==> config.mk <==
export PLATFORM = sky130hd
export DESIGN_NAME = hazard_ctrl
export DESIGN_NICKNAME = d
export VERILOG_FILES = /design/src/rtl/cpu_pkg.sv /design/src/rtl/hazard_detect.sv /design/src/rtl/hazard_ctrl.sv
export SDC_FILE = /design/constraint.sdc
export NUM_CORES = 1
export LEC_CHECK = 0
export CORE_MARGIN = 10
export CORE_UTILIZATION = 54
export DETAILED_ROUTE_END_ITERATION = 16
export PLACE_DENSITY_LB_ADDON = 0.08
export SETUP_SLACK_MARGIN = 0.1
export SYNTH_ARGS = -nofsm -noshare
export SYNTH_HDL_FRONTEND = slang
export SYNTH_SLANG_ARGS = --single-unit
==> constraint.sdc <==
create_clock -name clk_i -period 4.3 [get_ports clk_i]
set_input_delay 0.86 -clock clk_i [delete_from_list [all_inputs] [get_ports clk_i]]
set_output_delay 0.86 -clock clk_i [all_outputs]
set_load 0.005 [all_outputs]
==> src/rtl/cpu_pkg.sv <==
// Shared definitions for the CPU pipeline control blocks: register-field
// width, the hard-wired zero register and the hazard controller state encoding.
package cpu_pkg;

    localparam int REG_W = 5;
    localparam logic [REG_W-1:0] ZERO_REG = 5'd0;

    typedef enum logic {
        RUN      = 1'b0,
        MEM_WAIT = 1'b1
    } state_e;

endpackage

==> src/rtl/hazard_detect.sv <==
// Load-use comparator: flags an ID-stage instruction that reads the register
// a load in EX is about to write. Writes to the zero register never hazard.
module hazard_detect
    import cpu_pkg::*;
(
    input  logic             memread_i,
    input  logic [REG_W-1:0] rd_i,
    input  logic [REG_W-1:0] rs_i,
    input  logic [REG_W-1:0] rt_i,
    output logic             load_use_o
);

    assign load_use_o = memread_i && (rd_i != ZERO_REG) &&
                        ((rd_i == rs_i) || (rd_i == rt_i));

endmodule

==> src/rtl/hazard_ctrl.sv <==
// Pipeline stall/flush controller: memory-wait FSM with timeout, sticky error
// flag and saturating stall counter. Outputs are combinational from state+inputs.
//
//   state    | meaning
//   RUN      | no outstanding data-memory access
//   MEM_WAIT | load/store in MEM waiting for dmem_ready_i, pipeline frozen
module hazard_ctrl
    import cpu_pkg::*;
#(
    parameter int TIMEOUT = 255,
    parameter int CNT_W   = 16
) (
    input  logic             clk_i,
    input  logic             rst_i,
    input  logic             idex_memread_i,
    input  logic [REG_W-1:0] idex_rd_i,
    input  logic [REG_W-1:0] ifid_rs_i,
    input  logic [REG_W-1:0] ifid_rt_i,
    input  logic             branch_taken_i,
    input  logic             jump_i,
    input  logic             dmem_req_i,
    input  logic             dmem_ready_i,
    output logic             pc_write_o,
    output logic             ifid_write_o,
    output logic             ifid_flush_o,
    output logic             idex_bubble_o,
    output logic             freeze_o,
    output logic             mem_err_o,
    output logic [CNT_W-1:0] stall_cnt_o
);

    localparam logic [15:0] WAIT_LAST = 16'(TIMEOUT - 1);

    state_e           state_q;
    logic [15:0]      wait_cnt_q;
    logic             mem_err_q;
    logic [CNT_W-1:0] stall_cnt_q;

    logic timeout;
    logic mem_stall;
    logic load_use;
    logic redirect;

    hazard_detect u_detect (
        .memread_i  (idex_memread_i),
        .rd_i       (idex_rd_i),
        .rs_i       (ifid_rs_i),
        .rt_i       (ifid_rt_i),
        .load_use_o (load_use)
    );

    assign timeout   = (state_q == MEM_WAIT) && (wait_cnt_q == WAIT_LAST);
    assign mem_stall = ((state_q == RUN) && dmem_req_i && !dmem_ready_i) ||
                       ((state_q == MEM_WAIT) && !dmem_ready_i && !timeout);
    assign redirect  = branch_taken_i || jump_i;

    // Freeze wins over redirect: ID is held, so the redirect is re-presented later.
    always_comb begin
        pc_write_o    = 1'b1;
        ifid_write_o  = 1'b1;
        ifid_flush_o  = 1'b0;
        idex_bubble_o = 1'b0;
        freeze_o      = 1'b0;
        if (rst_i) begin
            pc_write_o    = 1'b0;
            ifid_write_o  = 1'b0;
            ifid_flush_o  = 1'b1;
            idex_bubble_o = 1'b1;
        end else if (mem_stall) begin
            pc_write_o    = 1'b0;
            ifid_write_o  = 1'b0;
            freeze_o      = 1'b1;
        end else if (redirect) begin
            ifid_flush_o  = 1'b1;
        end else if (load_use) begin
            pc_write_o    = 1'b0;
            ifid_write_o  = 1'b0;
            idex_bubble_o = 1'b1;
        end
    end

    always_ff @(posedge clk_i) begin
        if (rst_i) begin
            state_q     <= RUN;
            wait_cnt_q  <= '0;
            mem_err_q   <= 1'b0;
            stall_cnt_q <= '0;
        end else begin
            case (state_q)
                RUN: begin
                    if (dmem_req_i && !dmem_ready_i) begin
                        state_q    <= MEM_WAIT;
                        wait_cnt_q <= '0;
                    end
                end
                MEM_WAIT: begin
                    // A completion arriving on the last allowed cycle is not an error.
                    if (dmem_ready_i) begin
                        state_q <= RUN;
                    end else if (timeout) begin
                        state_q   <= RUN;
                        mem_err_q <= 1'b1;
                    end else begin
                        wait_cnt_q <= wait_cnt_q + 16'd1;
                    end
                end
                default: state_q <= RUN;
            endcase
            if (!pc_write_o && (stall_cnt_q != '1)) begin
                stall_cnt_q <= stall_cnt_q + 1'b1;
            end
        end
    end

    assign mem_err_o   = mem_err_q;
    assign stall_cnt_o = stall_cnt_q;

endmodule

### After elaboration in Yosys (flattened, before gate mapping)

Index checks and enable logic that the tools add are counted.

| cells by class | value |
|---|---|
| add/sub/neg operators | 2 |
| equal/unequal tests | 7 |
| multiplexer cells | 21 |
| bitwise operators | 2 |
| reduce and logical (&&, ||, !) cells | 18 |

Operators by type and width:

| operator | number |
|---|---|
| $mux W16 | 3 |
| $add A16 B1 Y16 const B | 2 |
| $pmux W16 S2 | 1 |
| $eq A16 B8 Y1 const B | 1 |
| $mux W1 | 16 |
| $ne A16 B16 Y1 const B | 1 |
| $eq A5 B5 Y1 | 2 |
| $logic_and A1 B1 Y1 | 9 |
| $reduce_and A3 Y1 | 2 |
| $reduce_bool A5 Y1 | 1 |
| $ne A2 B2 Y1 const B | 2 |
| $logic_not A1 Y1 | 3 |
| $logic_or A1 B1 Y1 | 3 |
| $ne A2 B1 Y1 const B | 1 |
| $not A1 Y1 | 2 |
| $pmux W1 S2 | 1 |

| word-level totals | value |
|---|---|
| flip-flop bits (word level) | 34 |
| bits of input ports | 22 |
| output and inout port bits | 22 |
| logic and storage cells | 54 |

### Logic depth before layout (Yosys ltp)

Gate-level depths: netlist (run 1).

| logic depth | value |
|---|---|
| depth after elaboration | 9 |
| depth in mapped cells | 11 |

### Modules after synthesis

Synthesis (run 1) repeated with hierarchy kept, for this count alone.

| second synthesis, totals | value |
|---|---|
| cell total of the unflattened synthesis | 242 |
| area total of the unflattened synthesis | 2,010.7 µm² |

Modules (own cells, without submodules):

| module | instances | cells an instance | area each (µm²) |
|---|---|---|---|
| hazard_ctrl | 1 | 225 | 1,885.6 |
| hazard_detect | 1 | 17 | 125.1 |

### Least setup slack after synthesis (run 1)

No wires, ideal clock.

| timing | value |
|---|---|
| path type | input -> output |
| start point | input idex_rd_i[0] |
| end point | output pc_write_o |
| arrival | 2,174 ps |
| data required time | 3,440 ps |
| slack | 1,266 ps |
| cell stages on the path | 7 |
| path through | or4_1 o211ai_2 o211ai_4 inv_4 buf_6 clkbuf_8 buf_4 |

| between the ends | value |
|---|---|
| word-level cells in the longest chain between the ends | 7 |

Ends and longest elaborated chain:

| element | line | RTL |
|---|---|---|
| start, declared | hazard_ctrl.sv:16 | `input logic [REG_W-1:0] idex_rd_i,` |
| $eq A5 B5 Y1 or $reduce_bool A5 Y1 (tied branches) | hazard_detect.sv:14, hazard_detect.sv:13 |  |
| $logic_or A1 B1 Y1 or $logic_and A1 B1 Y1 (tied branches) | hazard_detect.sv:14, hazard_detect.sv:13 |  |
| $logic_and A1 B1 Y1 * | hazard_detect.sv:13 | `assign load_use_o = memread_i && (rd_i != ZERO_REG) &&` |
| $mux W1 * (4 in series) | - |  |
| end, declared | hazard_ctrl.sv:23 | `output logic pc_write_o,` |

Mark *: on every way between the ends. The rest lies on a longest branch, timed or not.

### Worst setup path in the final report (run 1)

| timing | value |
|---|---|
| start point | input idex_rd_i[0] |
| end point | output ifid_write_o |

| between the ends | value |
|---|---|
| word-level cells in the longest chain between the ends | 7 |

Ends and longest elaborated chain:

| element | line | RTL |
|---|---|---|
| $eq A5 B5 Y1 or $reduce_bool A5 Y1 (tied branches) | hazard_detect.sv:14, hazard_detect.sv:13 |  |
| $logic_or A1 B1 Y1 or $logic_and A1 B1 Y1 (tied branches) | hazard_detect.sv:14, hazard_detect.sv:13 |  |
| $logic_and A1 B1 Y1 * | hazard_detect.sv:13 |  |
| $mux W1 * | hazard_ctrl.sv:75 | `end else if (load_use) begin` |
| $mux W1 * | hazard_ctrl.sv:73 | `end else if (redirect) begin` |
| $mux W1 * | hazard_ctrl.sv:69 | `end else if (mem_stall) begin` |
| $mux W1 * | hazard_ctrl.sv:64 | `if (rst_i) begin` |
| end, declared | hazard_ctrl.sv:24 | `output logic ifid_write_o,` |

Marks and branches as above.

==> results of run 1 <==
-- cell usage after synthesis, types with 2 or more instances --
cell / number
nor3_1: 4
clkbuf_8: 5
clkbuf_1: 3
a21oi_1: 13
nor3_2: 2
nor2b_1: 6
nor3b_1: 5
or3_1: 3
o21ai_0: 3
ha_1: 3
nand2_1: 7
nand3_1: 10
nor4_1: 4
and2_1: 3
o31ai_1: 7
and3_1: 4
nor2_1: 31
xnor2_1: 6
xor2_1: 18
nand4_1: 10
nor4b_2: 2
inv_1: 5
or4_1: 8
and4_1: 3
buf_6: 2
dfxtp_1: 34
mux2_2: 4
-- where the power goes --
group | leakage, uW | switching, uW | internal, uW | total, uW
registers | 0.000274 | 3.67 | 318 | 322
logic | 0.000512 | 37.6 | 40.0 | 77.6
clock network | 0.0000438 | 115 | 109 | 223
total | 0.000830 | 156 | 467 | 622
-- stage by stage --
step | instances | setup slack (ps) | instance area (um^2)
floorplan | 224 | 1266 | 1976
global route | 310 | 335.1 | 2450
finish | 310 | 425.6 | 2450
CTS | 310 | 422.8 | 2450
global placement | 303 | 441.6 | 2371
detailed placement | 303 | 421.2 | 2371
-- cell type report --
class                      count  area, um^2
timing repair buffer          45       445.4
sequential                    34       680.7
clock buffer                   5       68.82
multi-input combinational    172        1162
inverter                       6       25.02
tap                           46       57.56
clock inverter                 2       10.01
fill                         287       992.2
-- metal layers --
metal  share of wire [%]  vias up  GRT usage, %
met5                   0        -             0
met4                 1.5        0         5.986
met3                  10        7         7.016
met2                  41       48         18.79
met1                  47      779         16.54
li1                    -      881             -
-- logic make-up (layout without fill, tap and decap cells) --
kind of cell | Yosys count | count (layout) | share of synthesized area (%)
simple gates | 108 | 108 | 31.79
buf+inv | 18 | 58 | 7.030
xor+xnor | 24 | 24 | 10.64
flops | 34 | 34 | 34.45
compound gates | 32 | 32 | 11.34
mux | 5 | 5 | 2.850
fa+ha+maj | 3 | 3 | 1.900
-- worst paths after layout --
check                   end  depth (start not counted)           start
max            ifid_write_o                          6    idex_rd_i[0]
min               mem_err_o                          2       mem_err_o
max reg2reg  stall_cnt_o[7]                          6  stall_cnt_o[0]
min reg2reg       mem_err_o                          2       mem_err_o
-- state kept, by name (all words and copies together) (netlist names) --
register     cells
stall_cnt_o     16
mem_err_o        1
state_q          1
wait_cnt_q      16
-- worst max-delay path, cell delays in order --
cell and delay (ps):
clkdlybuf4s50_1 460, or4_1 560, o211ai_2 230, o211ai_4 140
inv_4 210, clkdlybuf4s50_1 550
==> key figures, run 1 <==
Synth
  – Main synth FF type: dfxtp_1
  – Top cell type's share of synthesized area: 34.45%
  – Post-Syn Instances: 224
  – Async S/R FF share, synth: 0%
  – Post-synth EDFFs: 0
  – Mean area per synthesized cell: 8.820 um^2
  – Ranking of synthesized cells by area: dfxtp_1 (34%), xor2_1 (8.0%), nor2_1 (5.9%)
  – Cell Area, Synth: 1976 um^2
  – Post-synthesis net count: 249
  – Post-synth cell types: 46
  – Synth area leader: dfxtp_1
  – Seq/Total Area, Yosys: 34.45%
  – Synth warn: 0
  – Synthesis-stage register bit count: 34

Layout
  – Commonest cells after routing, fill and taps aside: clkdlybuf4s50_1 (43), dfxtp_1 (34), nor2_1 (31), xor2_1 (18), a21oi_1 (13)
  – Synthesis-to-finish area growth: 24.00%
  – Final Core Density: between 70% and 80%
  – Diode count: 0
  – Fraction of layout cells with a size suffix above 1: about a tenth
  – NumNets Final: a little under 300
  – Commonest non-fill, non-tap cell in the layout: clkdlybuf4s50_1

Worst setup path
  – Critical-path maximum fanout: 25
  – CP arrival: 3010 ps
  – Worst endpoint required time: approximately 3400 ps
  – Reg2reg setup slack: 1920 ps
  – Worst setup EP type: primary output
  – Critical Path Start Type: input port
  – CP Class: input port to primary output

STA
  – RSZ-0062 raised after global routing: no
  – Setup violators final: 0
  – Headroom to the max-slew limit: 50.20%
  – Pins Over Slew Limit: 0
  – Worst hold slack: 474.0 ps
  – Crit path time final: 3874 ps
  – Final hold violation count: 0
  – Clk_skew: 10.11 ps
  – Final Cycle Share: 90.10%
  – Worst slew pin tran: 740.8 ps
  – FMAX: about 260 MHz
  – Setup TNS: 0 ps

Clock network
  – CTS buffer count: 5
  – CTS resizes: 0
  – CTS root buf: clkbuf_8
  – CTS tree: yes
  – Clk buf depth: 2
  – Number of H-tree levels: 2
  – Post-CTS Setup Bufs: 0
  – Clk slew on worst S/H paths: around 70 ps
  – Clk sink count: 34
  – Hold Buf Count CTS: 0
  – Clk Latency, worst-skew pair: 290 ps

Global routing
  – Vias in the first global route: 1614
  – First-pass GRT wire length: 7079 um
  – Grt total ovfl: 0
  – Total GRT Usage: 13.43%
  – Initial antenna violation count: 0
  – Largest net degree at the start of global routing: 29

Power and ir drop
  – Peak supply drop: 132.0 uV
  – Static leakage: 0.0008304 uW
  – Final total power: 622.4 uW
  – PD cells: 254.0 nW/um^2

Flow run
  – Max cap viols: 0

Floorplanning
  – Initial cell density of the core: 57.40%
  – Core region area: approximately 3400 um^2
  – Row cnt: 21
  – Die width: 80.49 um
  – Die Footprint: between 6000 and 7000 um^2
  – Die height: 80.49 um
  – I/O pins: 44

Place
  – PortBufs: 43
  – GPL Wtd Cong: 0.8371
  – Detail Placement HPWL: roughly 3100 um

Drt
  – Vias per inst: roughly 5.5
  – Detail Route Antenna Nets: 0
  – First-pass DRT Iterations: 4
  – Initial detailed-routing violation count: 152
  – Post-route DRC: 0
  – Post-DR wirelength/cell: 13.81 um
  – Vias: 1715
  – Final wirelength: 4281 um

Worst hold path
  – Hold Crit Class: flip-flop to flip-flop

Status
  – Status: completed
Power figures use the tool's default switching activity.
==> run 2: changes to the inputs <==
Settings changed: HOLD_SLACK_MARGIN set to 0.12.
==> results of run 2 <==
No change in the layout: final DEF, timing and power equal those of run 1.
==> run 3: changes to the inputs <==
Settings changed: ABC_AREA set to 0, CORE_ASPECT_RATIO set to 1.75.
==> run 3 against run 2 <==
  * Hold slack better by 14 ps
  * First-iteration DRC count down 46%
  * Clock skew down 0.87 ps
  * Power up 22%
  * Worst setup slack better by 1.7 ps
  * Register-to-register slack worse by 40 ps
  * Clock-buffer cell count unchanged
  * Final area up 2.4%
==> key figures, run 3 (synthesis gave the netlist of run 1 again) <==
Status
  – Status: completed

Drt
  – Post-route DRC: 0
  – Detail Route Antenna Nets: 0
  – Vias: 1784
  – First-pass DRT Iterations: 4
  – Initial detailed-routing violation count: 82
  – Final wirelength: a little under 5000 um
  – Vias per inst: 5.736
  – Post-DR wirelength/cell: 15.76 um

Clock network
  – CTS root buf: clkbuf_8
  – Clk buf depth: 2
  – Hold Buf Count CTS: 0
  – CTS tree: yes
  – Clk Latency, worst-skew pair: 290 ps
  – Clk slew on worst S/H paths: 70 ps
  – Post-CTS Setup Bufs: 0
  – CTS buffer count: 5
  – Clk sink count: 34
  – Number of H-tree levels: 2
  – CTS resizes: 0

Layout
  – Synthesis-to-finish area growth: 26.98%
  – Commonest cells after routing, fill and taps aside: clkdlybuf4s50_1 (43), dfxtp_1 (34), nor2_1 (31), xor2_1 (18), a21oi_1 (13)
  – Final non-filler cell total: 311
  – Diode count: 0
  – Commonest non-fill, non-tap cell in the layout: clkdlybuf4s50_1
  – Fraction of layout cells with a size suffix above 1: 10.19%
  – NumNets Final: 289

Floorplanning
  – I/O pins: 44
  – Die width: 65.73 um
  – Core region area: 3592 um^2
  – Initial cell density of the core: about 55%
  – Die Footprint: 6573 um^2
  – Die height: between 100 and 150 um
  – Row cnt: 29

STA
  – Final Cycle Share: 90.06%
  – Setup violators final: 0
  – RSZ-0062 raised after global routing: no
  – FMAX: 258.2 MHz
  – Setup TNS: 0 ps
  – Clk_skew: 9.242 ps
  – Crit path time final: 3873 ps
  – Worst hold slack: 488.1 ps
  – Final hold violation count: 0
  – Final worst setup slack: 427.4 ps
  – Headroom to the max-slew limit: 45.06%
  – Pins Over Slew Limit: 0
  – Worst slew pin tran: 817.3 ps

Global routing
  – First-pass GRT wire length: 8286 um
  – Initial antenna violation count: 0
  – Total GRT Usage: approximately 16%
  – Grt total ovfl: 0
  – Vias in the first global route: approximately 1800
  – Largest net degree at the start of global routing: 29

Worst setup path
  – CP max stage cell: or4_1
  – Critical Path Most Common Cell: clkdlybuf4s50_1
  – Worst setup path end: pc_write_o
  – Critical Path Start Type: input port
  – CP arrival: 3010 ps
  – RR Endpoint: stall_cnt_o[5]
  – Highest cell delay on the worst timing path: 570 ps
  – Reg2reg setup slack: around 1900 ps
  – Worst reg2reg startpoint: stall_cnt_o[0]
  – FF-to-FF path depth: 6
  – Worst endpoint required time: roughly 3400 ps
  – Crit path from: idex_rd_i[0]
  – Delay-heaviest family, CP: buffers and inverters
  – Critical-path maximum fanout: 25
  – CP Class: input port to primary output
  – Crit path depth: 6
  – Cell-by-cell trace of the critical path: clkdlybuf4s50_1 -> or4_1 -> o211ai_2 -> o211ai_4 -> inv_4 -> clkdlybuf4s50_1
  – Buf+Inv Stages, Crit Path: 3
  – Worst setup EP type: primary output

Place
  – Pre-CTS setup slack: ~430 ps
  – DP Cell Count: approximately 300
  – GPL Wtd Cong: 0.8104
  – PortBufs: 43
  – Detail Placement HPWL: 3729 um

Worst hold path
  – Hold Crit Class: flip-flop to flip-flop

Power and ir drop
  – Peak supply drop: 302.1 uV
  – Static leakage: 0.0008550 uW
  – PD cells: 302.1 nW/um^2
  – Final total power: 757.9 uW

Flow run
  – Max cap viols: 0
## run 3: cell count changes in the layout (fill, tap and decap cells not counted)
cell / change
clkinv_2: -2
clkinv_4: +1
bufinv_16: +2
## run 3: power breakdown
group | total, uW | switching, uW | leakage (uW) | internal (uW)
Combinational | 79.8 | 39.7 | 0.000512 | 40.1
Sequential | 322 | 3.95 | 0.000274 | 318
Clock | 356 | 124 | 0.0000683 | 232
Total | 758 | 168 | 0.000855 | 590
## run 3: through the flow
| stage | util, % | area, um^2 |
|---|---|---|
| 2_1_floorplan | - | 1976 |
| 3_3_place_gp | 66.00 | 2371 |
| 3_5_place_dp | 66.00 | 2371 |
| 4_1_cts | 69.84 | 2509 |
| 5_1_grt | 69.84 | 2509 |
| 6_report | 69.84 | 2509 |
## run 3: worst register-to-register path: stages (launching register included)
cell and delay [ps]:
dfxtp_1 430, ha_1 240, nand3_1 240, nor4_2 750, buf_4 310, nor3b_1 70, mux2_2 270
## run 3: how the worst min path moves through the flow
stage / from / endpoint / slack (ps) / cells past startpoint
finish: mem_err_o / mem_err_o / 490 / 2
global route: mem_err_o / mem_err_o / 510 / 2
CTS: mem_err_o / mem_err_o / 490 / 2
detailed placement: mem_err_o / mem_err_o / 460 / 2
global placement: mem_err_o / mem_err_o / 460 / 2
floorplan: mem_err_o / mem_err_o / 460 / 2
## run 3: metal layers
metal / wire [um] / global-route usage (%) / up-vias
met5: 0 / 0 / -
met4: 117 / 6.954 / 0
met3: 187 / 4.571 / 8
met2: 2830 / 29.15 / 29
met1: 1764 / 15.26 / 857
li1: - / - / 890
## run 3: final cells by class
cell class | instances | area [um^2]
multi-input combinational | 172 | 1162
fill | 301 | 1084
sequential | 34 | 680.7
timing repair buffer | 45 | 445.4
clock buffer | 5 | 68.82
clock inverter | 3 | 68.82
tap | 46 | 57.56
inverter | 6 | 25.02
